## src/rtl/alu_trace_pkg.sv

```systemverilog
// rtl/alu_trace_pkg.sv - shared types, ASCII constants and helpers for the ALU trace recorder
//
// Purpose: serializer state encoding, trace character constants and the
// nibble-to-ASCII conversion used when formatting hex digits.
// Ports: none (package).

package alu_trace_pkg;

    typedef enum logic [2:0] {
        ST_IDLE = 3'd0,
        ST_SRC1 = 3'd1,
        ST_SRC2 = 3'd2,
        ST_CTRL = 3'd3,
        ST_RES  = 3'd4,
        ST_SEP  = 3'd5,
        ST_NL   = 3'd6
    } trace_state_t;

    localparam logic [7:0] ASCII_SPACE = 8'h20;
    localparam logic [7:0] ASCII_NL    = 8'h0a;
    localparam logic [7:0] ASCII_ZERO  = 8'h30;
    localparam logic [7:0] ASCII_A     = 8'h61;

    localparam int CTRL_WIDTH  = 12;
    localparam int CTRL_DIGITS = CTRL_WIDTH / 4;

    // Lowercase hex digit for a 4-bit value.
    function automatic logic [7:0] nib_to_ascii(input logic [3:0] nib);
        if (nib < 4'd10) begin
            return ASCII_ZERO + {4'h0, nib};
        end else begin
            return ASCII_A + {4'h0, nib} - 8'd10;
        end
    endfunction

endpackage

```

## src/rtl/trace_fifo.sv

```systemverilog
// rtl/trace_fifo.sv - synchronous record FIFO for the ALU trace recorder
//
// Purpose: stores captured ALU records until the serializer consumes them.
// Ports:
//   clk, reset        clock, asynchronous active-high reset (empties the FIFO)
//   push, wdata       write request and record; a push while full is taken
//                     only if a pop happens in the same cycle
//   pop, rdata        read request and head record (rdata valid while !empty)
//   full, empty       occupancy flags
//   count             current occupancy, 0..DEPTH

module trace_fifo #(
    parameter int WIDTH = 8,
    parameter int DEPTH = 16,
    localparam int AW = $clog2(DEPTH)
) (
    input  logic             clk,
    input  logic             reset,
    input  logic             push,
    input  logic [WIDTH-1:0] wdata,
    input  logic             pop,
    output logic [WIDTH-1:0] rdata,
    output logic             full,
    output logic             empty,
    output logic [AW:0]      count
);

    localparam logic [AW:0] FULL_CNT = (AW + 1)'(DEPTH);

    logic [WIDTH-1:0] mem [DEPTH];
    logic [AW-1:0]    wptr;
    logic [AW-1:0]    rptr;
    logic             do_push;
    logic             do_pop;

    assign full    = (count == FULL_CNT);
    assign empty   = (count == '0);
    assign do_pop  = pop && !empty;
    // When full, the slot being written is the one being read out this cycle.
    assign do_push = push && (!full || do_pop);
    assign rdata   = mem[rptr];

    always_ff @(posedge clk) begin
        if (do_push) begin
            mem[wptr] <= wdata;
        end
    end

    always_ff @(posedge clk or posedge reset) begin
        if (reset) begin
            wptr  <= '0;
            rptr  <= '0;
            count <= '0;
        end else begin
            if (do_push) begin
                wptr <= wptr + AW'(1);
            end
            if (do_pop) begin
                rptr <= rptr + AW'(1);
            end
            case ({do_push, do_pop})
                2'b10:   count <= count + (AW + 1)'(1);
                2'b01:   count <= count - (AW + 1)'(1);
                default: count <= count;
            endcase
        end
    end

endmodule

```

## src/rtl/alu_trace_recorder.sv

```systemverilog
// rtl/alu_trace_recorder.sv - captures ALU transactions and streams them as ASCII hex lines
//
// Purpose: each accepted capture is queued and later emitted as
// "src1 src2 control result\n" in lowercase, zero-padded hex.
// Ports:
//   clk, reset                 clock, asynchronous active-high reset
//   cap_valid, cap_ready       capture handshake for one ALU transaction
//   alu_src1, alu_src2         operands (DATA_WIDTH)
//   alu_control                12-bit one-hot opcode
//   alu_result                 result (DATA_WIDTH)
//   out_valid, out_data        trace byte stream
//   out_ready                  sink accepts out_data
//   drop_count                 saturating count of refused captures

module alu_trace_recorder
    import alu_trace_pkg::*;
#(
    parameter int DATA_WIDTH = 8,
    parameter int DEPTH      = 16
) (
    input  logic                  clk,
    input  logic                  reset,
    input  logic                  cap_valid,
    output logic                  cap_ready,
    input  logic [DATA_WIDTH-1:0] alu_src1,
    input  logic [DATA_WIDTH-1:0] alu_src2,
    input  logic [11:0]           alu_control,
    input  logic [DATA_WIDTH-1:0] alu_result,
    output logic                  out_valid,
    output logic [7:0]            out_data,
    input  logic                  out_ready,
    output logic [7:0]            drop_count
);

    localparam int NIB   = DATA_WIDTH / 4;
    localparam int REC_W = 3 * DATA_WIDTH + CTRL_WIDTH;
    localparam int AW    = $clog2(DEPTH);

    localparam logic [AW:0] FULL_CNT        = (AW + 1)'(DEPTH);
    localparam logic [7:0]  LAST_DATA_DIGIT = 8'(NIB - 1);
    localparam logic [7:0]  LAST_CTRL_DIGIT = 8'(CTRL_DIGITS - 1);

    logic [REC_W-1:0] fifo_wdata;
    logic [REC_W-1:0] fifo_rdata;
    logic             fifo_push;
    logic             fifo_pop;
    logic             fifo_full;
    logic             fifo_empty;
    logic [AW:0]      fifo_count;

    trace_state_t     state;
    trace_state_t     sep_next;
    trace_state_t     field_next;
    logic [7:0]       digit;
    logic             field_done;
    logic [REC_W-1:0] rec;

    logic [DATA_WIDTH-1:0] rec_src1;
    logic [DATA_WIDTH-1:0] rec_src2;
    logic [CTRL_WIDTH-1:0] rec_ctrl;
    logic [DATA_WIDTH-1:0] rec_res;
    logic [DATA_WIDTH-1:0] data_field;
    logic [3:0]            data_nib;
    logic [3:0]            ctrl_nib;

    // ------------------------------------------------------------------
    // Capture side
    // ------------------------------------------------------------------
    // Occupancy-based so a pop in the same cycle never opens the door early.
    assign cap_ready  = !reset && (fifo_count < FULL_CNT);
    assign fifo_push  = cap_valid && cap_ready && !fifo_full;
    assign fifo_wdata = {alu_src1, alu_src2, alu_control, alu_result};

    always_ff @(posedge clk or posedge reset) begin
        if (reset) begin
            drop_count <= 8'd0;
        end else if (cap_valid && !cap_ready && (drop_count != 8'hff)) begin
            drop_count <= drop_count + 8'd1;
        end
    end

    trace_fifo #(
        .WIDTH (REC_W),
        .DEPTH (DEPTH)
    ) u_fifo (
        .clk   (clk),
        .reset (reset),
        .push  (fifo_push),
        .wdata (fifo_wdata),
        .pop   (fifo_pop),
        .rdata (fifo_rdata),
        .full  (fifo_full),
        .empty (fifo_empty),
        .count (fifo_count)
    );

    // ------------------------------------------------------------------
    // Serializer
    // ------------------------------------------------------------------
    assign rec_src1 = rec[REC_W-1 -: DATA_WIDTH];
    assign rec_src2 = rec[2*DATA_WIDTH+CTRL_WIDTH-1 -: DATA_WIDTH];
    assign rec_ctrl = rec[DATA_WIDTH+CTRL_WIDTH-1 -: CTRL_WIDTH];
    assign rec_res  = rec[DATA_WIDTH-1:0];

    assign out_valid = (state != ST_IDLE);

    // Loading from IDLE, or straight out of the newline so lines abut.
    assign fifo_pop = !fifo_empty &&
                      ((state == ST_IDLE) || ((state == ST_NL) && out_ready));

    always_comb begin
        field_done = (state == ST_CTRL) ? (digit == LAST_CTRL_DIGIT)
                                        : (digit == LAST_DATA_DIGIT);
        case (state)
            ST_SRC1: field_next = ST_SRC2;
            ST_SRC2: field_next = ST_CTRL;
            ST_CTRL: field_next = ST_RES;
            default: field_next = ST_SRC2;
        endcase
    end

    always_ff @(posedge clk or posedge reset) begin
        if (reset) begin
            state    <= ST_IDLE;
            sep_next <= ST_SRC2;
            digit    <= 8'd0;
            rec      <= '0;
        end else if (fifo_pop) begin
            rec   <= fifo_rdata;
            state <= ST_SRC1;
            digit <= 8'd0;
        end else begin
            case (state)
                ST_IDLE: begin
                end
                ST_SRC1, ST_SRC2, ST_CTRL, ST_RES: begin
                    if (out_ready) begin
                        if (field_done) begin
                            digit    <= 8'd0;
                            state    <= (state == ST_RES) ? ST_NL : ST_SEP;
                            sep_next <= field_next;
                        end else begin
                            digit <= digit + 8'd1;
                        end
                    end
                end
                ST_SEP: begin
                    if (out_ready) begin
                        state <= sep_next;
                    end
                end
                ST_NL: begin
                    if (out_ready) begin
                        state <= ST_IDLE;
                    end
                end
                default: state <= ST_IDLE;
            endcase
        end
    end

    // Byte presented is a pure function of state/digit/record, so it holds
    // steady for as long as the sink stalls.
    always_comb begin
        case (state)
            ST_SRC1: data_field = rec_src1;
            ST_SRC2: data_field = rec_src2;
            default: data_field = rec_res;
        endcase
        data_nib = 4'(data_field >> (4 * (NIB - 1 - int'(digit))));
        ctrl_nib = 4'(rec_ctrl >> (4 * (CTRL_DIGITS - 1 - int'(digit))));
        case (state)
            ST_SRC1, ST_SRC2, ST_RES: out_data = nib_to_ascii(data_nib);
            ST_CTRL:                  out_data = nib_to_ascii(ctrl_nib);
            ST_SEP:                   out_data = ASCII_SPACE;
            ST_NL:                    out_data = ASCII_NL;
            default:                  out_data = 8'h00;
        endcase
    end

endmodule
```

## config.mk

```make
export PLATFORM = sky130hd
export DESIGN_NAME = alu_trace_recorder
export DESIGN_NICKNAME = d
export VERILOG_FILES = /design/src/rtl/alu_trace_pkg.sv /design/src/rtl/trace_fifo.sv /design/src/rtl/alu_trace_recorder.sv
export SDC_FILE = /design/constraint.sdc
export NUM_CORES = 1
export LEC_CHECK = 0
export ABC_AREA = 0
export CELL_PAD_IN_SITES_DETAIL_PLACEMENT = 1
export CELL_PAD_IN_SITES_GLOBAL_PLACEMENT = 2
export CORE_MARGIN = 2
export CORE_UTILIZATION = 45
export CTS_BUF_LIST = sky130_fd_sc_hd__clkbuf_2
export CTS_CLUSTER_DIAMETER = 200
export DETAILED_ROUTE_END_ITERATION = 8
export PLACE_DENSITY = 0.85
export SETUP_SLACK_MARGIN = 0.5
export SYNTH_ARGS = -nofsm -noshare
export SYNTH_HDL_FRONTEND = slang
export SYNTH_SLANG_ARGS = --single-unit
```

## constraint.sdc

```tcl
create_clock -name clk -period 3.9 [get_ports clk]
set_input_delay 0.78 -clock clk [delete_from_list [all_inputs] [get_ports clk]]
set_output_delay 0.78 -clock clk [all_outputs]
set_load 0.02 [all_outputs]
```

### Word-level counts from Yosys, hierarchy flattened

Memory sizes are Yosys's and may differ from the RTL's. A register that Yosys moved wholly into a read port is not among the register bits.
Index checks and enable logic that the tools add are counted.

| operators by class | value |
|---|---|
| reduce and logical (&&, ||, !) cells | 26 |
| mux-type cells | 20 |
| equal/unequal tests | 17 |
| shift operators | 2 |
| magnitude comparators | 3 |
| bitwise gates (word level) | 1 |
| add/subtract/negate cells | 14 |

Operators by type and width:

| kind | number |
|---|---|
| 8-bit 2-to-1 mux | 6 |
| 8-bit case mux with 4 select lines | 1 |
| 12-bit by 32-bit right shift with 4-bit output | 1 |
| 8-bit by 32-bit right shift with 4-bit output | 1 |
| 7-bit by 4-bit adder with 8-bit output (first input constant) | 2 |
| 8-bit by 1-bit adder with 8-bit output (second input constant) | 2 |
| 8-bit case mux with 2 select lines | 1 |
| 8-bit by 4-bit subtractor with 8-bit output (second input constant) | 2 |
| 3-bit 2-to-1 mux | 5 |
| 6-bit by 4-bit adder with 7-bit output (first input constant) | 2 |
| 3-bit by 2-bit != test with 1-bit output (second input constant) | 4 |
| 3-bit case mux with 4 select lines | 1 |
| 5-bit case mux with 2 select lines | 1 |
| 3-bit == test (second input constant) | 3 |
| 1-bit logical AND | 9 |
| 1-bit by 8-bit subtractor with 9-bit output (first input constant) | 1 |
| 2-bit by 8-bit subtractor with 9-bit output (first input constant) | 1 |
| 4-bit by 1-bit adder with 4-bit output (second input constant) | 2 |
| 8-bit by 1-bit == test with 1-bit output (second input constant) | 1 |
| 8-bit by 2-bit == test with 1-bit output (second input constant) | 1 |
| 4-bit less-than comparator (second input constant) | 2 |
| 8-bit != test (second input constant) | 1 |
| 3-bit by 2-bit == test with 1-bit output (second input constant) | 2 |
| 3-bit case mux with 2 select lines | 1 |
| 22 further kinds | 30 |

| storage, ports and cells | value |
|---|---|
| bits of input ports | 40 |
| memories | 1 |
| bits in registers | 35 |
| word-level logic and storage cells | 91 |
| memory bits (writable) | 576 |
| output and inout bits | 18 |

Memory list:

| memory | words | width | rd ports | clocked after memory_dff | wr ports | RTL line | text |
|---|---|---|---|---|---|---|---|
| u_fifo.mem | 16 | 36 | 1 | 1 | 1 | trace_fifo.sv:30 | `logic [WIDTH-1:0] mem [DEPTH];` |

### Logic depth before layout (Yosys ltp)

Gate-level depths: netlist of the first run.

| logic depth | value |
|---|---|
| word-level depth | 9 |
| depth in mapped cells | 16 |
| mapped depth without buffers | 13 |

### Cells and area by module

From an unflattened synthesis of the first run, not the netlist that was laid out.

| second synthesis, totals | value |
|---|---|
| cell total of the unflattened synthesis | 1371 |
| area total of the unflattened synthesis | 25684.6 um^2 |

Modules (own cells, without submodules):

| module | cells an instance | times used | area an instance (um^2) | sequential area each (um^2) |
|---|---|---|---|---|
| trace_fifo | 989 | 1 | 22471.6 | 17621.9 |
| alu_trace_recorder | 382 | 1 | 3213.1 | 1452.6 |

### Least setup slack after synthesis of the first run

Ideal clock, no wire load.

| path | value |
|---|---|
| path type | in2reg |
| start point | input reset |
| end point | memory u_fifo.mem[3][0] in the netlist's numbering (enable) |
| path slack | -0.773 ns |
| data required time | 3.426 ns |
| stages | 5 |
| library setup time | 0.474 ns |
| buffers on the path | 1 |
| data arrival time | 4.199 ns |
| path through | nor2_1 > and2_1 > clkbuf_1 > nand2_1 > nor3_1 |

| on the way | value |
|---|---|
| cells in the longest elaborated chain, start to end | 7 |

Ends and longest elaborated chain:

| what | RTL line | text |
|---|---|---|
| start, declared | alu_trace_recorder.sv:22 | `input logic reset,` |
| 1-bit zero test (no source line) | -- |  |
| 1-bit logical AND | alu_trace_recorder.sv:70 | `assign cap_ready = !reset && (fifo_count < FULL_CNT);` |
| 1-bit logical AND (2 in series) | alu_trace_recorder.sv:71 | `assign fifo_push = cap_valid && cap_ready && !fifo_full;` |
| 1-bit logical AND | trace_fifo.sv:40 | `assign do_push = push && (!full \|\| do_pop);` |
| 1-bit 2-to-1 mux | trace_fifo.sv:44 | `if (do_push) begin` |
| 1-bit 2-to-1 mux (not written as such) | trace_fifo.sv:45 | `mem[wptr] <= wdata;` |
| end, declared | trace_fifo.sv:30 |  |

No other way between the ends.

### Final worst setup path of the first run

| path | value |
|---|---|
| start point | register state[2] |
| end point | output out_data[2] |

| on the way | value |
|---|---|
| cells in the longest elaborated chain, start to end | 7 |
| elaborated cells on any way between the ends | 15 |
| classes of those cells | add/sub (3); order compare (1); eq/ne (6); shift (1); mux (3); reduce/logical (1) |

Ends and longest elaborated chain:

| what | RTL line | text |
|---|---|---|
| start, declared | alu_trace_recorder.sv:51 | `trace_state_t state;` |
| start signal, assigned | alu_trace_recorder.sv:140 | `state <= (state == ST_RES) ? ST_NL : ST_SEP;` |
| start signal, assigned | alu_trace_recorder.sv:149 | `state <= sep_next;` |
| 3-bit by 2-bit == test with 1-bit output / 3-bit by 1-bit == test with 1-bit output (equally long branches) | alu_trace_recorder.sv:165, alu_trace_recorder.sv:172 |  |
| 8-bit case mux with 2 select lines | alu_trace_recorder.sv:165 | `case (state)` |
| 8-bit by 32-bit right shift with 4-bit output | alu_trace_recorder.sv:170 | `data_nib = 4'(data_field >> (4 * (NIB - 1 - int'(digit))));` |
| 7-bit by 4-bit adder with 8-bit output | alu_trace_pkg.sv:32 | `return ASCII_A + {4'h0, nib} - 8'd10;` |
| 8-bit by 4-bit subtractor with 8-bit output | alu_trace_pkg.sv:32 |  |
| 8-bit 2-to-1 mux | alu_trace_pkg.sv:29 | `if (nib < 4'd10) begin` |
| 8-bit case mux with 4 select lines (*) | alu_trace_recorder.sv:172 | `case (state)` |
| end, declared | alu_trace_recorder.sv:30 | `output logic [7:0] out_data,` |

Mark *: on every way between the ends. The rest lies on a longest branch, timed or not.

==> metrics.txt, run 1 <==
# TYPE chip_impl_metric gauge
chip_impl_info{name="run_status",value="finished with violations"} 1
chip_impl_info{name="violations",value="setup timing"} 1
chip_impl_info{name="most_used_cells_in_the_layout_excluding_fill_and_tap_cells",value="sky130_fd_sc_hd__edfxtp_1 (576), sky130_fd_sc_hd__clkbuf_2 (219), sky130_fd_sc_hd__mux4_2 (154), sky130_fd_sc_hd__nand2_1 (136), sky130_fd_sc_hd__dfrtp_1 (64)"} 1
chip_impl_metric{name="detail_route.drc_violations",unit=""} 0
chip_impl_metric{name="timing.final.ws_setup",unit="ns"} -0.4156
chip_impl_metric{name="skew",unit="ns"} 0.07065
chip_impl_metric{name="initial_utilization",unit=""} 0.4567
chip_impl_metric{name="timing_max_transition_violations_final",unit=""} 0
chip_impl_metric{name="sw_frac_of_total",unit=""} 0.3408
chip_impl_metric{name="final_area",unit="sq mm"} 0.02949
chip_impl_metric{name="share_clk_of_total_power",unit=""} 0.219
chip_impl_metric{name="htreeDepth",unit=""} 4
chip_impl_metric{name="antenna_violations_before_repair",unit=""} 7
chip_impl_metric{name="slew_headroom",unit=""} 0.2923
chip_impl_metric{name="synth_seq_cells",unit=""} 647
chip_impl_metric{name="synth.yosys.warnings",unit=""} 0
chip_impl_metric{name="critical_path_arrival",unit="ns"} 3.54
chip_impl_metric{name="layout.nets",unit=""} 1614
chip_impl_metric{name="powerDensity",unit="mW/mm^2"} 649.7
chip_impl_metric{name="die_height",unit="um"} 243.5
chip_impl_metric{name="vias_per_cell",unit=""} 5.705
chip_impl_metric{name="port_buffers",unit=""} 56
chip_impl_metric{name="die_x_extent",unit="um"} 243.5
chip_impl_info{name="holdCritPathClass",value="input pin to asynchronous set/reset pin"} 1
chip_impl_info{name="cp-startpoint",value="state[2]"} 1
chip_impl_info{name="critPathCaptureType",value="output port"} 1
chip_impl_metric{name="p_comb_frac",unit=""} 0.326
chip_impl_metric{name="area_growth_syn_to_layout",unit="%"} 14.28
chip_impl_metric{name="drive_above_1_share",unit=""} 0.3207
chip_impl_metric{name="fmaxAchievable",unit="MHz"} 231.7
chip_impl_metric{name="timing_hold_violations_final",unit=""} 0
chip_impl_metric{name="synthCells",unit=""} 1342
chip_impl_metric{name="crit_fanout",unit=""} 6
chip_impl_info{name="final_common_cell",value="sky130_fd_sc_hd__edfxtp_1"} 1
chip_impl_metric{name="synth_cell_type_count",unit=""} 65
chip_impl_metric{name="synth_async_sr_flop_share",unit=""} 0.1097
chip_impl_metric{name="groute.usage.overall",unit=""} 0.2190
chip_impl_metric{name="ctsLongestPathBuffers",unit=""} 3
chip_impl_info{name="worst_setup_path_start_kind",value="flop"} 1
chip_impl_metric{name="grt_start_max_net_pins",unit=""} 58
chip_impl_metric{name="worst_skew_pair.late_latency",unit="ns"} 1.27
chip_impl_metric{name="placeableCoreArea",unit="sq mm"} 0.05650
chip_impl_metric{name="syn-num-nets",unit=""} 1400
chip_impl_metric{name="final_antenna_net_count",unit=""} 0
chip_impl_info{name="setup.worst_path.class",value="flop to output port"} 1
chip_impl_metric{name="maxCapViolCount",unit=""} 0
chip_impl_metric{name="drt_wl_total",unit="mm"} 62.56
chip_impl_metric{name="setup_viol",unit=""} 6
chip_impl_metric{name="final_util",unit=""} 0.5219
chip_impl_metric{name="irDropWorstVdd",unit="V"} 0.0003510
chip_impl_metric{name="net-switching-power",unit="mW"} 6.530
chip_impl_metric{name="cellInternalPower",unit="mW"} 12.63
chip_impl_info{name="tritoncts",value="yes"} 1
chip_impl_info{name="grt_setup_unrepaired",value="true"} 1
chip_impl_metric{name="dp_hpwl",unit="mm"} 35.63
chip_impl_metric{name="timing.final.crit_period",unit="ns"} 4.316
chip_impl_metric{name="detailed_place.area",unit="sq mm"} 0.02779
chip_impl_info{name="synth_top_flop_cell",value="sky130_fd_sc_hd__edfxtp_1"} 1
chip_impl_metric{name="cts_made_buffers",unit=""} 157
chip_impl_metric{name="area_of_the_die",unit="sq mm"} 0.05927
chip_impl_metric{name="wl_per_cell",unit="um"} 25.79
chip_impl_metric{name="routabilityCongestion",unit=""} 0.7997
chip_impl_metric{name="top_level_ports",unit=""} 58
chip_impl_metric{name="first_iter_violations",unit=""} 1256
chip_impl_metric{name="drt_first_pass_iters",unit=""} 5
chip_impl_info{name="regToRegStartpoint",value="state[2]"} 1
chip_impl_metric{name="share_seq_of_total_power",unit=""} 0.454
chip_impl_metric{name="pre_cts_ws",unit="ns"} 0.1463
chip_impl_metric{name="worst_slew_pin_slew",unit="ns"} 1.062
chip_impl_metric{name="p_leak",unit="nW"} 10.04
chip_impl_info{name="clock_root_buffer",value="sky130_fd_sc_hd__clkbuf_2"} 1
chip_impl_metric{name="final_min_period_over_clock_period",unit=""} 1.107
chip_impl_metric{name="tritoncts_num_sinks",unit=""} 647
chip_impl_metric{name="via_count",unit=""} 13840
chip_impl_metric{name="placement_rows",unit=""} 87
chip_impl_metric{name="synth_enable_flop_cells",unit=""} 576
chip_impl_metric{name="worst_setup_hold_path_clk_slew",unit="ns"} 0.12
chip_impl_metric{name="post_synth.cell_area_avg",unit="sq um"} 19.23
chip_impl_metric{name="grt_pass1_wl",unit="mm"} 95.15
chip_impl_metric{name="grt_pass1_vias",unit=""} 15330
chip_impl_metric{name="ys_seq_area_frac",unit=""} 0.7393
chip_impl_metric{name="synth.cell_area",unit="sq mm"} 0.02580
chip_impl_metric{name="cp.required",unit="ns"} 3.12
chip_impl_metric{name="grt-ovfl-total",unit=""} 0
cell type report:
class / instances / area [sq um]
antenna: 2 / 5.005
sequential: 647 / 19090
clock buffer: 218 / 1091
clock inverter: 53 / 245.2
multi-input combinational: 605 / 6603
tap: 756 / 945.9
fill: 5232 / 27010
inverter: 18 / 68.82
timing repair buffer: 127 / 1440
timing repair:
| item | in CTS | in global routing |
|---|---|---|
| gates cloned | 0 | 0 |
| endpoints found under the setup margin | 9 | 8 |
| resized for setup | 67 | 16 |
| buffers inserted | 17 | 5 |
| pin swaps | 15 | 12 |
| hold buffers | 0 | 0 |
synth_stat cells, types with 3 or more instances:
| cell | n | share of area |
|---|---|---|
| sky130_fd_sc_hd__a21o_1 | 4 | 0.0012 |
| sky130_fd_sc_hd__a21oi_1 | 16 | 0.0031 |
| sky130_fd_sc_hd__and3_1 | 5 | 0.0012 |
| sky130_fd_sc_hd__buf_1 | 6 | 0.00087 |
| sky130_fd_sc_hd__buf_2 | 24 | 0.0047 |
| sky130_fd_sc_hd__buf_4 | 6 | 0.0017 |
| sky130_fd_sc_hd__buf_6 | 8 | 0.0035 |
| sky130_fd_sc_hd__clkbuf_1 | 28 | 0.0041 |
| sky130_fd_sc_hd__dfrtp_1 | 70 | 0.068 |
| sky130_fd_sc_hd__edfxtp_1 | 576 | 0.67 |
| sky130_fd_sc_hd__ha_1 | 17 | 0.0082 |
| sky130_fd_sc_hd__inv_1 | 16 | 0.0023 |
| sky130_fd_sc_hd__mux2i_1 | 34 | 0.013 |
| sky130_fd_sc_hd__mux4_2 | 154 | 0.13 |
| sky130_fd_sc_hd__nand2_1 | 139 | 0.020 |
| sky130_fd_sc_hd__nand2b_1 | 4 | 0.00097 |
| sky130_fd_sc_hd__nand3_1 | 11 | 0.0021 |
| sky130_fd_sc_hd__nand3b_1 | 3 | 0.00087 |
| sky130_fd_sc_hd__nand4_1 | 6 | 0.0015 |
| sky130_fd_sc_hd__nor2_1 | 32 | 0.0047 |
| sky130_fd_sc_hd__nor2b_1 | 7 | 0.0017 |
| sky130_fd_sc_hd__nor3_1 | 12 | 0.0023 |
| sky130_fd_sc_hd__o211a_1 | 4 | 0.0016 |
| sky130_fd_sc_hd__o211ai_1 | 3 | 0.00087 |
| sky130_fd_sc_hd__o21ai_0 | 49 | 0.0095 |
| sky130_fd_sc_hd__o221ai_1 | 29 | 0.0098 |
| sky130_fd_sc_hd__o221ai_2 | 3 | 0.0017 |
| sky130_fd_sc_hd__o22ai_1 | 9 | 0.0022 |
| sky130_fd_sc_hd__or3_1 | 3 | 0.00073 |
| sky130_fd_sc_hd__xnor2_1 | 15 | 0.0051 |
| sky130_fd_sc_hd__xor2_1 | 6 | 0.0020 |
layer usage:
| layer | up-vias | GRT usage | routed length [um] |
|---|---|---|---|
| met4 | 6 | 0.07957 | 1471 |
| li1 | 5925 | - | - |
| met3 | 128 | 0.05486 | 3946 |
| met1 | 7263 | 0.2858 | 25750 |
| met2 | 518 | 0.3581 | 31360 |
| met5 | - | 0 | 40 |
path summary, 6_finish.rpt:
kind,end,slack (ns),cells after the start
min reg2reg,rec[17],0.48,2
max,out_data[2],-0.42,11
max reg2reg,u_fifo.count[4],0.82,16
min in group clk,drop_count[0],0.39,4
max in group asynchronous,rec[4],3.04,3
min,state[0],0.12,2
power groups by stage:
stage                     Sequential [mW]  Clock, mW  Combinational, mW
after detailed placement             8.84          0               5.90
after global placement               8.81          0               5.72
after CTS                            8.69       4.34               6.20
after floorplan                      8.48          0               4.27
after global routing                 8.77       4.66               6.75
final                                8.70       4.20               6.25
flip-flops by register name (all words and copies together), names as in the netlist:
name	flops
drop_count	8
u_fifo.count	5
u_fifo.wptr	4
sep_next	3
digit	8
rec	36
u_fifo.mem	576
state	3
u_fifo.rptr	4
worst max-delay path, stage by stage, from the launching register on:
cell	delay (ns)
sky130_fd_sc_hd__dfrtp_2	0.46
sky130_fd_sc_hd__buf_6	0.15
sky130_fd_sc_hd__o21ba_4	0.27
sky130_fd_sc_hd__o221ai_4	0.15
sky130_fd_sc_hd__o221ai_2	0.20
sky130_fd_sc_hd__o211a_1	0.22
sky130_fd_sc_hd__nand2_2	0.10
sky130_fd_sc_hd__ha_4	0.17
sky130_fd_sc_hd__and4b_1	0.19
sky130_fd_sc_hd__a21oi_2	0.13
sky130_fd_sc_hd__o22ai_1	0.09
sky130_fd_sc_hd__buf_4	0.16
through the flow:
step,std cells,TNS (ns),hold slack (ns),total power [mW]
2_1_floorplan,1342,0,0.4393,12.75
3_3_place_gp,2131,0,0.4599,14.53
3_5_place_dp,2131,0,0.4656,14.74
4_1_cts,2419,-2.898,0.004395,19.23
5_1_grt,2426,-3.428,0.05883,20.19
6_report,2426,-2.033,0.1205,19.16
kinds of logic after synthesis:
logic type,after synthesis,share of synthesized area
other,1,0.0001453
buffers and inverters,90,0.01746
XOR/XNOR,21,0.007129
AO/OA/AOI/OAI,133,0.03550
AND/OR/NAND/NOR,241,0.04253
adder cells (fa/ha/maj),18,0.009020
flip-flops,647,0.7393
multiplexers,191,0.1489
(Power assumes the default switching activity.)
==> run 2, diff against run 1 <==
clock period = 3.91 ns   (was 3.9 ns; I/O delays follow)
==> run 2 against run 1 <==
The run still ends with setup timing left. Worst setup slack lost 0.0084 ns. Non-clock buffer count shrank 5. First-iteration DRC count shrank 11%. Cell count grew 0.12%. Die area is the same. Largest power group unchanged.
==> metrics.txt, run 2 (synthesis gave the netlist of run 1 again) <==
# TYPE chip_impl_metric gauge
chip_impl_metric{name="sw_frac_of_total",unit=""} 0.3379
chip_impl_info{name="worstHoldStart",value="cap_valid"} 1
chip_impl_metric{name="groute.usage.overall",unit=""} 0.2207
chip_impl_metric{name="final_antenna_net_count",unit=""} 0
chip_impl_info{name="critical_path.slowest_cell",value="sky130_fd_sc_hd__or3b_4"} 1
chip_impl_metric{name="layout.nets",unit=""} 1611
chip_impl_metric{name="routabilityCongestion",unit=""} 0.7995
chip_impl_metric{name="net-switching-power",unit="mW"} 6.553
chip_impl_metric{name="die_height",unit="um"} 243.5
chip_impl_metric{name="tns",unit="ns"} -2.189
chip_impl_metric{name="detail_route.drc_violations",unit=""} 0
chip_impl_metric{name="detailed_place.area",unit="sq mm"} 0.02779
chip_impl_metric{name="timing_max_transition_violations_final",unit=""} 0
chip_impl_info{name="critPathTopFamily",value="compound AO/OA/AOI/OAI gates"} 1
chip_impl_metric{name="final_min_period_over_clock_period",unit=""} 1.108
chip_impl_info{name="setup.worst_path.class",value="flop to output port"} 1
chip_impl_metric{name="final_area",unit="sq mm"} 0.02954
chip_impl_metric{name="drt_wl_total",unit="mm"} 63.43
chip_impl_metric{name="p_comb_frac",unit=""} 0.319
chip_impl_metric{name="maxCapViolCount",unit=""} 0
chip_impl_metric{name="wl_per_cell",unit="um"} 26.11
chip_impl_metric{name="grt_pass1_wl",unit="mm"} 96.11
chip_impl_metric{name="dp_hpwl",unit="mm"} 36.12
chip_impl_info{name="run_status",value="finished with violations"} 1
chip_impl_info{name="biggestRegsByFlops",value="u_fifo.mem (576), rec (36)"} 1
chip_impl_metric{name="p_leak",unit="nW"} 10.10
chip_impl_info{name="critPathCaptureType",value="output port"} 1
chip_impl_metric{name="drt_first_pass_iters",unit=""} 7
chip_impl_metric{name="fmaxAchievable",unit="MHz"} 230.7
chip_impl_info{name="final_common_cell",value="sky130_fd_sc_hd__edfxtp_1"} 1
chip_impl_metric{name="top_level_ports",unit=""} 58
chip_impl_metric{name="share_seq_of_total_power",unit=""} 0.448
chip_impl_metric{name="powerDensity",unit="mW/mm^2"} 656.5
chip_impl_metric{name="vias_per_cell",unit=""} 5.696
chip_impl_info{name="worstPathCellList",value="or3b_4 -> o221ai_4 -> o21ai_2 -> o211a_1 -> nand2_2 -> ha_4 -> and4b_1 -> a21oi_2 -> o22ai_1 -> buf_4"} 1
chip_impl_info{name="tritoncts",value="yes"} 1
chip_impl_metric{name="placement_rows",unit=""} 87
chip_impl_info{name="cp-startpoint",value="state[1]"} 1
chip_impl_metric{name="area_growth_syn_to_layout",unit="%"} 14.51
chip_impl_info{name="most_used_cells_in_the_layout_excluding_fill_and_tap_cells",value="sky130_fd_sc_hd__edfxtp_1 (576), sky130_fd_sc_hd__clkbuf_2 (235), sky130_fd_sc_hd__mux4_2 (154), sky130_fd_sc_hd__nand2_1 (137), sky130_fd_sc_hd__dfrtp_1 (64)"} 1
chip_impl_metric{name="placeableCoreArea",unit="sq mm"} 0.05650
chip_impl_metric{name="antenna_violations_before_repair",unit=""} 6
chip_impl_metric{name="cts_made_buffers",unit=""} 159
chip_impl_info{name="clock_root_buffer",value="sky130_fd_sc_hd__clkbuf_2"} 1
chip_impl_info{name="worst_setup_path_start_kind",value="flop"} 1
chip_impl_metric{name="cellInternalPower",unit="mW"} 12.84
chip_impl_metric{name="setup_viol",unit=""} 6
chip_impl_metric{name="timing_hold_violations_final",unit=""} 0
chip_impl_metric{name="timing.critical_path.slowest_cell_delay",unit="ns"} 0.45
chip_impl_metric{name="worst_skew_pair.late_latency",unit="ns"} 1.28
chip_impl_metric{name="htreeDepth",unit=""} 4
chip_impl_metric{name="ctsLongestPathBuffers",unit=""} 3
chip_impl_info{name="top_register",value="u_fifo.mem"} 1
chip_impl_info{name="violations",value="setup timing"} 1
chip_impl_metric{name="die_x_extent",unit="um"} 243.5
chip_impl_metric{name="tritoncts_num_sinks",unit=""} 647
chip_impl_metric{name="area_of_the_die",unit="sq mm"} 0.05927
chip_impl_info{name="holdCritPathClass",value="input pin to flop"} 1
chip_impl_metric{name="pre_cts_ws",unit="ns"} 0.1305
chip_impl_metric{name="worst_setup_hold_path_clk_slew",unit="ns"} 0.12
chip_impl_metric{name="holdWs",unit="ns"} 0.3864
chip_impl_metric{name="timing.final.ws_setup",unit="ns"} -0.4240
chip_impl_metric{name="port_buffers",unit=""} 56
chip_impl_metric{name="worst_slew_pin_slew",unit="ns"} 1.047
chip_impl_metric{name="share_clk_of_total_power",unit=""} 0.233
chip_impl_metric{name="final_util",unit=""} 0.5230
chip_impl_metric{name="skew",unit="ns"} 0.09654
chip_impl_metric{name="cp.required",unit="ns"} 3.13
chip_impl_metric{name="fill_cells",unit=""} 5245
chip_impl_info{name="regToRegStartpoint",value="state[2]"} 1
chip_impl_metric{name="timing.final.crit_period",unit="ns"} 4.334
chip_impl_metric{name="cp_num_buf_inv",unit=""} 1
chip_impl_metric{name="initial_utilization",unit=""} 0.4567
chip_impl_metric{name="first_iter_violations",unit=""} 1119
chip_impl_metric{name="grt_pass1_vias",unit=""} 15360
chip_impl_metric{name="critical_path_arrival",unit="ns"} 3.55
chip_impl_info{name="grt_setup_unrepaired",value="true"} 1
chip_impl_metric{name="drive_above_1_share",unit=""} 0.3224
chip_impl_metric{name="crit_fanout",unit=""} 3
chip_impl_metric{name="grt_start_max_net_pins",unit=""} 58
chip_impl_metric{name="largest_reg_flops",unit=""} 576
chip_impl_metric{name="via_count",unit=""} 13840
chip_impl_metric{name="slew_headroom",unit=""} 0.3021
chip_impl_metric{name="grt-ovfl-total",unit=""} 0
chip_impl_metric{name="irDropWorstVdd",unit="V"} 0.0003212
-- run 2: layout make-up --
class                      count  area [sq um]  area share
sequential                   647         19090      0.6460
multi-input combinational    605          6585      0.2229
timing repair buffer         122          1401     0.04743
clock buffer                 235          1176     0.03981
tap                          756         945.9     0.03202
clock inverter                45         277.8    0.009402
inverter                      18         68.82    0.002329
antenna                        1         2.502  0.00008470
-- run 2: tightest hold or removal path, delay by kind of cell --
family,cells,cell delay [ns]
xor+xnor,1,0.16
compound gates,2,0.21
buf+inv,1,0.43
-- run 2: final timing paths --
path                                         to  slack (ns)  depth (start not counted)
worst min register to register          rec[17]        0.48                          2
min in group asynchronous               rec[18]        0.64                          3
worst max-delay path                out_data[2]       -0.42                         10
worst max register to register  u_fifo.count[4]        0.90                         16
max in group asynchronous                rec[7]        2.50                          4
worst min-delay path              drop_count[0]        0.39                          4
-- run 2: metal layers --
metal  vias to the layer above  share of wire  global-route usage
li1                       5928              -                   -
met1                      7260           0.40              0.2789
met2                       505           0.51              0.3674
met3                       136          0.062             0.05420
met4                         6          0.028             0.08968
met5                         -        0.00068                   0
-- run 2: per-stage QoR --
stage / total power, mW / std cells
detailed placement: 14.73 / 2131
CTS: 19.54 / 2426
global placement: 14.49 / 2131
global route: 20.39 / 2429
floorplan: 12.72 / 1342
finish: 19.40 / 2429
-- run 2: what timing repair did --
item / CTS / global route
pin swaps: 10 / 3
endpoints found under the hold margin: 54 / 0
endpoints found under the setup margin: 9 / 8
buffers inserted: 14 / 2
hold buffers: 1 / 0
resized for setup: 73 / 11
-- run 2: power by group through the flow --
stage	Sequential (mW)	Clock, mW	Combinational (mW)
global route	8.75	4.97	6.67
CTS	8.68	4.66	6.19
global placement	8.79	0	5.71
detailed placement	8.83	0	5.90
floorplan	8.46	0	4.26
finish	8.69	4.53	6.18
==> run 3, diff against run 2 <==
CORE_UTILIZATION = 54   (was 45)
PLACE_DENSITY = 0.95   (was 0.85)
clock period = 5.42 ns   (was 3.91 ns; I/O delays follow)
==> run 3 against run 2 <==
The run now ends clean. Global-route usage rose by 4.8 points. Register-to-register slack improved by 0.87 ns. Sequential power fell by 29%. Critical path type unchanged. Cell count fell by 7.1%. Sequential share of layout area rose by 1.6 points. Critical endpoint is now out_data[0]. Clock skew fell by 0.0033 ns.
==> metrics.txt, run 3 (synthesis gave the netlist of run 1 again) <==
# TYPE chip_impl_metric gauge
chip_impl_metric{name="timing.critical_path.slowest_cell_delay",unit="ns"} 0.52
chip_impl_metric{name="grt_pass1_wl",unit="mm"} 96.30
chip_impl_metric{name="cts_made_buffers",unit=""} 156
chip_impl_metric{name="cp_num_buf_inv",unit=""} 2
chip_impl_info{name="critPathCaptureType",value="output port"} 1
chip_impl_metric{name="timing.final.crit_period",unit="ns"} 4.775
chip_impl_metric{name="share_clk_of_total_power",unit=""} 0.228
chip_impl_metric{name="sw_frac_of_total",unit=""} 0.3435
chip_impl_metric{name="vias_per_cell",unit=""} 6.188
chip_impl_metric{name="tritoncts_num_sinks",unit=""} 647
chip_impl_info{name="top_register",value="u_fifo.mem"} 1
chip_impl_metric{name="top_level_ports",unit=""} 58
chip_impl_info{name="clock_root_buffer",value="sky130_fd_sc_hd__clkbuf_2"} 1
chip_impl_metric{name="placeableCoreArea",unit="sq mm"} 0.04745
chip_impl_metric{name="crit_fanout",unit=""} 5
chip_impl_info{name="critical_path.slowest_cell",value="sky130_fd_sc_hd__dfrtp_4"} 1
chip_impl_info{name="worstPathCellList",value="or3b_4 -> o221ai_4 -> o21ai_1 -> o211a_1 -> buf_6 -> o21bai_4 -> mux2_4 -> o22ai_4 -> buf_6"} 1
chip_impl_metric{name="area_growth_syn_to_layout",unit="%"} 11.75
chip_impl_metric{name="routabilityCongestion",unit=""} 0.7860
chip_impl_metric{name="setup_viol",unit=""} 0
chip_impl_metric{name="final_min_period_over_clock_period",unit=""} 0.8811
chip_impl_info{name="worst_setup_path_start_kind",value="flop"} 1
chip_impl_metric{name="first_iter_violations",unit=""} 1483
chip_impl_metric{name="largest_reg_flops",unit=""} 576
chip_impl_metric{name="cp.required",unit="ns"} 4.34
chip_impl_metric{name="worst_slew_pin_slew",unit="ns"} 0.9424
chip_impl_metric{name="powerDensity",unit="mW/mm^2"} 478.6
chip_impl_metric{name="htreeDepth",unit=""} 4
chip_impl_metric{name="detail_route.drc_violations",unit=""} 0
chip_impl_metric{name="tns",unit="ns"} 0
chip_impl_metric{name="final_util",unit=""} 0.6077
chip_impl_info{name="biggestRegsByFlops",value="u_fifo.mem (576), rec (36)"} 1
chip_impl_metric{name="cellInternalPower",unit="mW"} 9.059
chip_impl_info{name="critPathTopFamily",value="compound AO/OA/AOI/OAI gates"} 1
chip_impl_info{name="setup.worst_path.class",value="flop to output port"} 1
chip_impl_info{name="tritoncts",value="yes"} 1
chip_impl_metric{name="ctsLongestPathBuffers",unit=""} 3
chip_impl_metric{name="die_height",unit="um"} 222.6
chip_impl_info{name="cp_common_cell",value="sky130_fd_sc_hd__buf_6"} 1
chip_impl_metric{name="placement_rows",unit=""} 80
chip_impl_metric{name="drt_first_pass_iters",unit=""} 5
chip_impl_metric{name="groute.usage.overall",unit=""} 0.2684
chip_impl_metric{name="via_count",unit=""} 13970
chip_impl_info{name="final_common_cell",value="sky130_fd_sc_hd__edfxtp_1"} 1
chip_impl_metric{name="timing_max_transition_violations_final",unit=""} 0
chip_impl_info{name="most_used_cells_in_the_layout_excluding_fill_and_tap_cells",value="sky130_fd_sc_hd__edfxtp_1 (576), sky130_fd_sc_hd__clkbuf_2 (227), sky130_fd_sc_hd__mux4_2 (154), sky130_fd_sc_hd__nand2_1 (138), sky130_fd_sc_hd__dfrtp_1 (63)"} 1
chip_impl_info{name="grt_setup_unrepaired",value="true"} 1
chip_impl_metric{name="grt-ovfl-total",unit=""} 0
chip_impl_metric{name="drt_wl_total",unit="mm"} 63.97
chip_impl_metric{name="port_buffers",unit=""} 56
chip_impl_metric{name="drive_above_1_share",unit=""} 0.3077
chip_impl_metric{name="area_of_the_die",unit="sq mm"} 0.04954
chip_impl_info{name="holdCritPathClass",value="input pin to asynchronous set/reset pin"} 1
chip_impl_metric{name="dp_cells",unit=""} 1969
chip_impl_metric{name="detailed_place.area",unit="sq mm"} 0.02720
chip_impl_metric{name="slew_headroom",unit=""} 0.3697
chip_impl_metric{name="timing_hold_violations_final",unit=""} 0
chip_impl_metric{name="final_antenna_net_count",unit=""} 0
chip_impl_metric{name="grt_pass1_vias",unit=""} 15140
chip_impl_metric{name="instances_no_fill",unit=""} 2257
chip_impl_metric{name="worst_setup_hold_path_clk_slew",unit="ns"} 0.11
chip_impl_metric{name="final_area",unit="sq mm"} 0.02883
chip_impl_metric{name="maxCapViolCount",unit=""} 0
chip_impl_metric{name="net-switching-power",unit="mW"} 4.740
chip_impl_metric{name="initial_utilization",unit=""} 0.5438
chip_impl_metric{name="wl_per_cell",unit="um"} 28.34
chip_impl_metric{name="p_comb_frac",unit=""} 0.322
chip_impl_metric{name="fmaxAchievable",unit="MHz"} 209.4
chip_impl_metric{name="cts-hold-fix-buffers",unit=""} 0
chip_impl_metric{name="dp_hpwl",unit="mm"} 34.48
chip_impl_metric{name="antenna_violations_before_repair",unit=""} 5
chip_impl_metric{name="p_leak",unit="nW"} 9.856
chip_impl_metric{name="layout.nets",unit=""} 1590
chip_impl_metric{name="die_x_extent",unit="um"} 222.6
chip_impl_metric{name="grt_start_max_net_pins",unit=""} 92
chip_impl_metric{name="irDropWorstVdd",unit="V"} 0.0003207
chip_impl_metric{name="worst_skew_pair.late_latency",unit="ns"} 1.34
chip_impl_metric{name="share_seq_of_total_power",unit=""} 0.450
chip_impl_metric{name="skew",unit="ns"} 0.09327
chip_impl_info{name="run_status",value="finished, final reports clean"} 1
chip_impl_metric{name="critical_path_arrival",unit="ns"} 3.69
-- run 3: what timing repair did --
item	in CTS	in global routing
gates cloned	0	0
hold endpoints to repair	0	0
pin swaps	4	11
setup buffers	16	4
setup endpoints to repair	6	6
resized for setup	36	26
-- run 3: path summary, 6_finish.rpt --
check | startpoint | to | slack [ns] | cells past startpoint
min in group clk | rec[0] | rec[0] | 0.50 | 2
min | reset | sep_next[0] | 0.17 | 2
max in group asynchronous | reset | u_fifo.rptr[0] | 4.18 | 3
min reg2reg | rec[0] | rec[0] | 0.50 | 2
max | state[2] | out_data[0] | 0.64 | 9
max reg2reg | u_fifo.count[0] | u_fifo.count[4] | 1.77 | 13
-- run 3: final cells by class --
class	count	area, sq um
Sequential cell	647	19090
Fill cell	4235	18610
Multi-Input combinational cell	605	6559
Clock buffer	226	1131
Timing Repair Buffer	104	1003
Tap cell	615	769.5
Clock inverter	38	200.2
Inverter	18	67.56
Antenna cell	4	10.01
-- run 3: stage by stage --
| step | setup WS [ns] | hold WS (ns) | power [mW] |
|---|---|---|---|
| 2_1_floorplan | 1.406 | 0.4393 | 9.174 |
| 3_3_place_gp | 1.083 | 0.4689 | 10.29 |
| 3_5_place_dp | 0.9771 | 0.4705 | 10.46 |
| 4_1_cts | 0.3554 | 0.03932 | 13.73 |
| 5_1_grt | 0.4498 | 0.1277 | 14.46 |
| 6_report | 0.6446 | 0.1659 | 13.80 |
-- run 3: power groups by stage --
| stage | Clock (mW) | Combinational [mW] | Sequential, mW |
|---|---|---|---|
| after global placement | 0 | 3.98 | 6.31 |
| after detailed placement | 0 | 4.12 | 6.34 |
| final | 3.14 | 4.44 | 6.21 |
| after global routing | 3.43 | 4.77 | 6.26 |
| after floorplan | 0 | 3.07 | 6.10 |
| after CTS | 3.21 | 4.31 | 6.21 |
-- run 3: layer usage --
metal  vias up  part of all wire  track usage
met5         -           0.00020            0
li1       5861                 -            -
met3       129             0.079      0.06876
met2       730              0.50       0.4314
met4         2             0.025       0.1167
met1      7245              0.39       0.3512
==> edit 1 (settings of run 3) <==
Make the reset (`reset`) synchronous in 3 clocked blocks. Comments in the files are not updated.
--- a/src/rtl/trace_fifo.sv
+++ b/src/rtl/trace_fifo.sv
@@ -48,3 +48,3 @@
 
-    always_ff @(posedge clk or posedge reset) begin
+    always_ff @(posedge clk) begin
         if (reset) begin
--- a/src/rtl/alu_trace_recorder.sv
+++ b/src/rtl/alu_trace_recorder.sv
@@ -73,3 +73,3 @@
 
-    always_ff @(posedge clk or posedge reset) begin
+    always_ff @(posedge clk) begin
         if (reset) begin
@@ -121,3 +121,3 @@
 
-    always_ff @(posedge clk or posedge reset) begin
+    always_ff @(posedge clk) begin
         if (reset) begin
Behaviour: differs if reset is asserted again (counterexample within 4 cycles, from zero or initial values and one cycle with reset high); with reset held inactive, the same outputs for 4 cycles.
==> edit 1 against run 3 <==
Area after synthesis decreased by 1.8%. Sequential cell count unchanged. Count of clock-buffer cells in the layout increased by 6. Final cell count decreased by 2.5%. Global-route usage decreased by 0.83 points. Critical path depth increased by 1. Core utilization increased by 0.067 points. Via count decreased by 3.6%. Power decreased by 13%. Cell area decreased by 2.0%. Non-clock buffer count decreased by 8. Worst setup slack got worse by 0.048 ns. Wire length decreased by 4.9%. Largest cell class unchanged. Highest routed layer unchanged.
==> edit 1: results (changes against run 3) <==
Pleak: 9.065 nW (was 9.856 nW)
ys async rst share: 0% (was 10.97%)
fin nets: 1532 (was 1590)
clock network power: 0.00314 W (about the same)
Reg2Reg Capture Point: u_fifo.count[4] (unchanged)
worst skew pair latency: 1.32 ns (was 1.34 ns)
worst slew pin tran: 1.002 ns (was 0.9424 ns)
worst clock skew: 0.1057 ns (was 0.09327 ns)
Int Power: 0.008204 W (was 0.009059 W)
Reg power frac: 49.1% (was 45.0%)
via count: 13470 (was 13970)
Worst R2R Start: state[2] (was u_fifo.count[0])
status: finished, final reports clean (unchanged)
Setup crit start: state[1] (was state[2])
first-pass GRT wire length: 90.08 mm (was 96.30 mm)
initial antenna violation count: 6 (was 5)
hpwl dp: 33.65 mm (was 34.48 mm)
DP Area: 26710 µm² (was 27200 µm²)
Synth top area share: 68.28% (was 67.04%)
met3 Use GR: 6.625% (was 6.876%)
CP peak stage delay: 0.42 ns (was 0.52 ns)
Critical Path AT: 3.74 ns (was 3.69 ns)
routed len/inst: 27.66 µm (was 28.34 µm)
leading post-synthesis cells by cell area: edfxtp_1 68%, mux4_2 16%, dfxtp_1 5.6% (was edfxtp_1 67%, mux4_2 13%, dfrtp_1 6.8%)
FF-to-FF setup slack: 2.16 ns (was 1.77 ns)
met1 usage: 33.45% (was 35.12%)
metal2 WL: 30.63 mm (was 32.17 mm)
crit path max-delay cell type: dfxtp_4 (was dfrtp_4)
type of the most critical hold path: input port to flop (was input port to async pin)
wl on met1: 23.59 mm (was 25.14 mm)
GRT Total Usage: 26.01% (was 26.84%)
vias in the first global route: 14410 (was 15140)
worst ir drop on vdd: 0.3900 mV (was 0.3207 mV)
M2 GR Usage: 42.36% (was 43.14%)
end of the critical path: out_data[1] (was out_data[0])
Post-synth top cells: 576 x edfxtp_1, 180 x mux4_2, 106 x nand2_1 (was 576 x edfxtp_1, 154 x mux4_2, 139 x nand2_1)
final hold viol count: 0 (unchanged)
WL met3: 4.704 mm (was 5.031 mm)
DRT iter0 DRCs: 1406 (was 1483)
sequential area share after synthesis: 73.89% (was 73.93%)
layout cell share with drive strength beyond 1: 32.58% (was 30.77%)
Critical Path Fanout Max: 18 (was 5)
Netlist cell types: 58 (was 65)
edit 1: changes by cell type in the layout (fill, tap and decap cells not counted), sizes merged, moves of 26 or more:
cell,delta
dfxtp,+71
dfrtp,-70
a21oi,+47
o21ai,-34
nand2,-32
o221ai,-32
mux2i,-27
mux4,+26
edit 1: area by class of cell:
class | instances | area (µm²)
repair buffers | 96 | 882.1
clock inverters | 42 | 214.0
fillers | 4175 | 18200
well taps | 607 | 759.5
multi-input cells | 556 | 6424
inverters | 17 | 71.32
clock buffers | 232 | 1161
flip-flops and latches | 647 | 18740
diodes | 3 | 7.507
edit 1: through the flow:
stage	worst slack (ns)	hold WS [ns]	power (W)	util (%)	cells
floorplan	1.415	0.4332	0.008026	-	1292
global placement	1.143	0.4474	0.008745	57.50	1911
detailed placement	1.016	0.4487	0.008871	57.50	1911
CTS	0.3714	0.3140	0.01204	60.76	2194
global route	0.3869	0.3928	0.01259	60.83	2200
finish	0.5965	0.4567	0.01199	60.83	2200
edit 1: logic make-up (layout without fill, tap and decap cells):
family                     after synthesis  count (layout)  synth area share (%)
buffers and inverters                   89             387                 1.531
DFF                                    647             647                 73.89
other                                    1               4               0.01480
AOI/OAI and AO/OA                      114             114                 2.796
xor gates and xnor gates                23              23                0.7952
muxes                                  188             188                 16.33
and+or+nand+nor                        210             210                 3.640
adders and majority gates               20              20                 1.003
edit 1: critical path, delay by kind of cell, from the launching register on:
kind                       cells  cell delay, ns
adders and majority gates      1            0.30
DFF                            1            0.42
and+or+nand+nor                2            0.62
buffers and inverters          2            0.34
AOI/OAI and AO/OA              5            0.77
edit 1: timing repair:
item,4_1_cts,5_1_grt
resized for setup,35,13
setup endpoints to repair,6,5
buffers inserted,9,3
pin swaps,2,1
hold buffers,0,0
==> edit 2 (config.mk and constraints of run 3) <==
Made on the original files. Change the parameter `DATA_WIDTH` from 8 to 6.
--- a/src/rtl/alu_trace_recorder.sv
+++ b/src/rtl/alu_trace_recorder.sv
@@ -17,3 +17,3 @@
 #(
-    parameter int DATA_WIDTH = 8,
+    parameter int DATA_WIDTH = 6,
     parameter int DEPTH      = 16
Interface: changed (resized alu_result, alu_src1 and alu_src2); port bits go from 58 to 52. No check against the original RTL was run, so the function may have changed too.
==> edit 2 against run 3 <==
Non-clock buffer count is 35 lower. Final cell count is 31% lower. Sequential cell count is 204 lower. Clock power is 29% lower. Worst setup slack better by 0.16 ns. Area after synthesis is 31% lower. Wire length is 36% lower. Cell area is 31% lower. Power is 29% lower. Fmax is 3.5% higher.
==> edit 2: results (changes against run 3) <==
multiplexer share of the synthesized area: 17.27% (was 14.89%)
sequential cell area share: 65.47% (was 66.22%)
met1 usage: 33.64% (was 35.12%)
layout clock buffer count: 151 (was 226)
biggest regs: u_fifo.mem: 384 flops, rec: 24 flops (was u_fifo.mem: 576 flops, rec: 36 flops)
worst clock skew: 0.06314 ns (was 0.09327 ns)
#MultiIn Comb: 375 (was 605)
Buffers, non-clock: 69 (was 104)
fillers: 2901 (was 4235)
Period minus WS final: 4.615 ns (was 4.775 ns)
Netlist cell types: 55 (was 65)
wl on met1: 16.29 mm (was 25.14 mm)
non-filler cells, final: 1550 (was 2257)
post-synthesis cell area: 17810 µm² (was 25800 µm²)
TritonCTS buffer count: 108 (was 156)
clock slew at reported path FFs: 0.09 ns (was 0.11 ns)
DRT iter0 DRCs: 793 (was 1483)
DRT Pass-1 Iters: 6 (was 5)
status: finished, final reports clean (unchanged)
Syn Area/Cell: 19.99 µm² (was 19.23 µm²)
Post-Route WL: 41.17 mm (was 63.97 mm)
type of the most critical hold path: flop to flop (was input port to async pin)
worst ir drop on vdd: 0.2353 mV (was 0.3207 mV)
Rel. slew slack: 21.34% (was 36.97%)
EDFF count, synth: 384 (was 576)
DP Area: 18760 µm² (was 27200 µm²)
Place WS: 0.9500 ns (was 0.9771 ns)
Post-synth top cells: 384 x edfxtp_1, 120 x mux4_2, 58 x dfrtp_1 (was 576 x edfxtp_1, 154 x mux4_2, 139 x nand2_1)
Multi-input gate area: 4579 µm² (was 6559 µm²)
FF-to-FF setup slack: 2.34 ns (was 1.77 ns)
WL met3: 2.720 mm (was 5.031 mm)
met3 Use GR: 5.498% (was 6.876%)
Antenna Cells: 2 (was 4)
ys async rst share: 13.32% (was 10.97%)
M2 GR Usage: 41.01% (was 43.14%)
leading post-synthesis cells by cell area: edfxtp_1 65%, mux4_2 15%, dfrtp_1 8.1% (was edfxtp_1 67%, mux4_2 13%, dfrtp_1 6.8%)
Post-Route Utilization: 61.14% (was 60.77%)
CTS sink cnt: 443 (was 647)
GRT Total Usage: 25.37% (was 26.84%)
Critical Path AT: 3.53 ns (was 3.69 ns)
initial antenna violation count: 2 (was 5)
## edit 2: power by group through the flow
stage               Sequential, W  Combinational (W)  Clock, W
global route              0.00455            0.00335   0.00245
global placement          0.00454            0.00290         0
detailed placement        0.00456            0.00302         0
floorplan                 0.00420            0.00248         0
CTS                       0.00449            0.00311   0.00229
finish                    0.00447            0.00310   0.00223
## edit 2: critical path, stage by stage, from the launching register on
cell and delay (ns):
dfrtp_1 0.44, nor4_4 0.33, nand2_2 0.14, nor4_4 0.29, buf_4 0.18, buf_4 0.11
o211ai_1 0.09, xnor2_1 0.16, o22ai_1 0.19, clkdlybuf4s50_1 0.63
## edit 2: worst paths after layout
kind | start | endpoint | depth (start not counted)
max reg2reg | u_fifo.rptr[0] | rec[26] | 4
min | drop_count[7] | drop_count[7] | 1
min reg2reg | drop_count[7] | drop_count[7] | 1
max in group asynchronous | reset | drop_count[0] | 3
min in group asynchronous | reset | digit[3] | 2
max | digit[2] | out_data[0] | 9
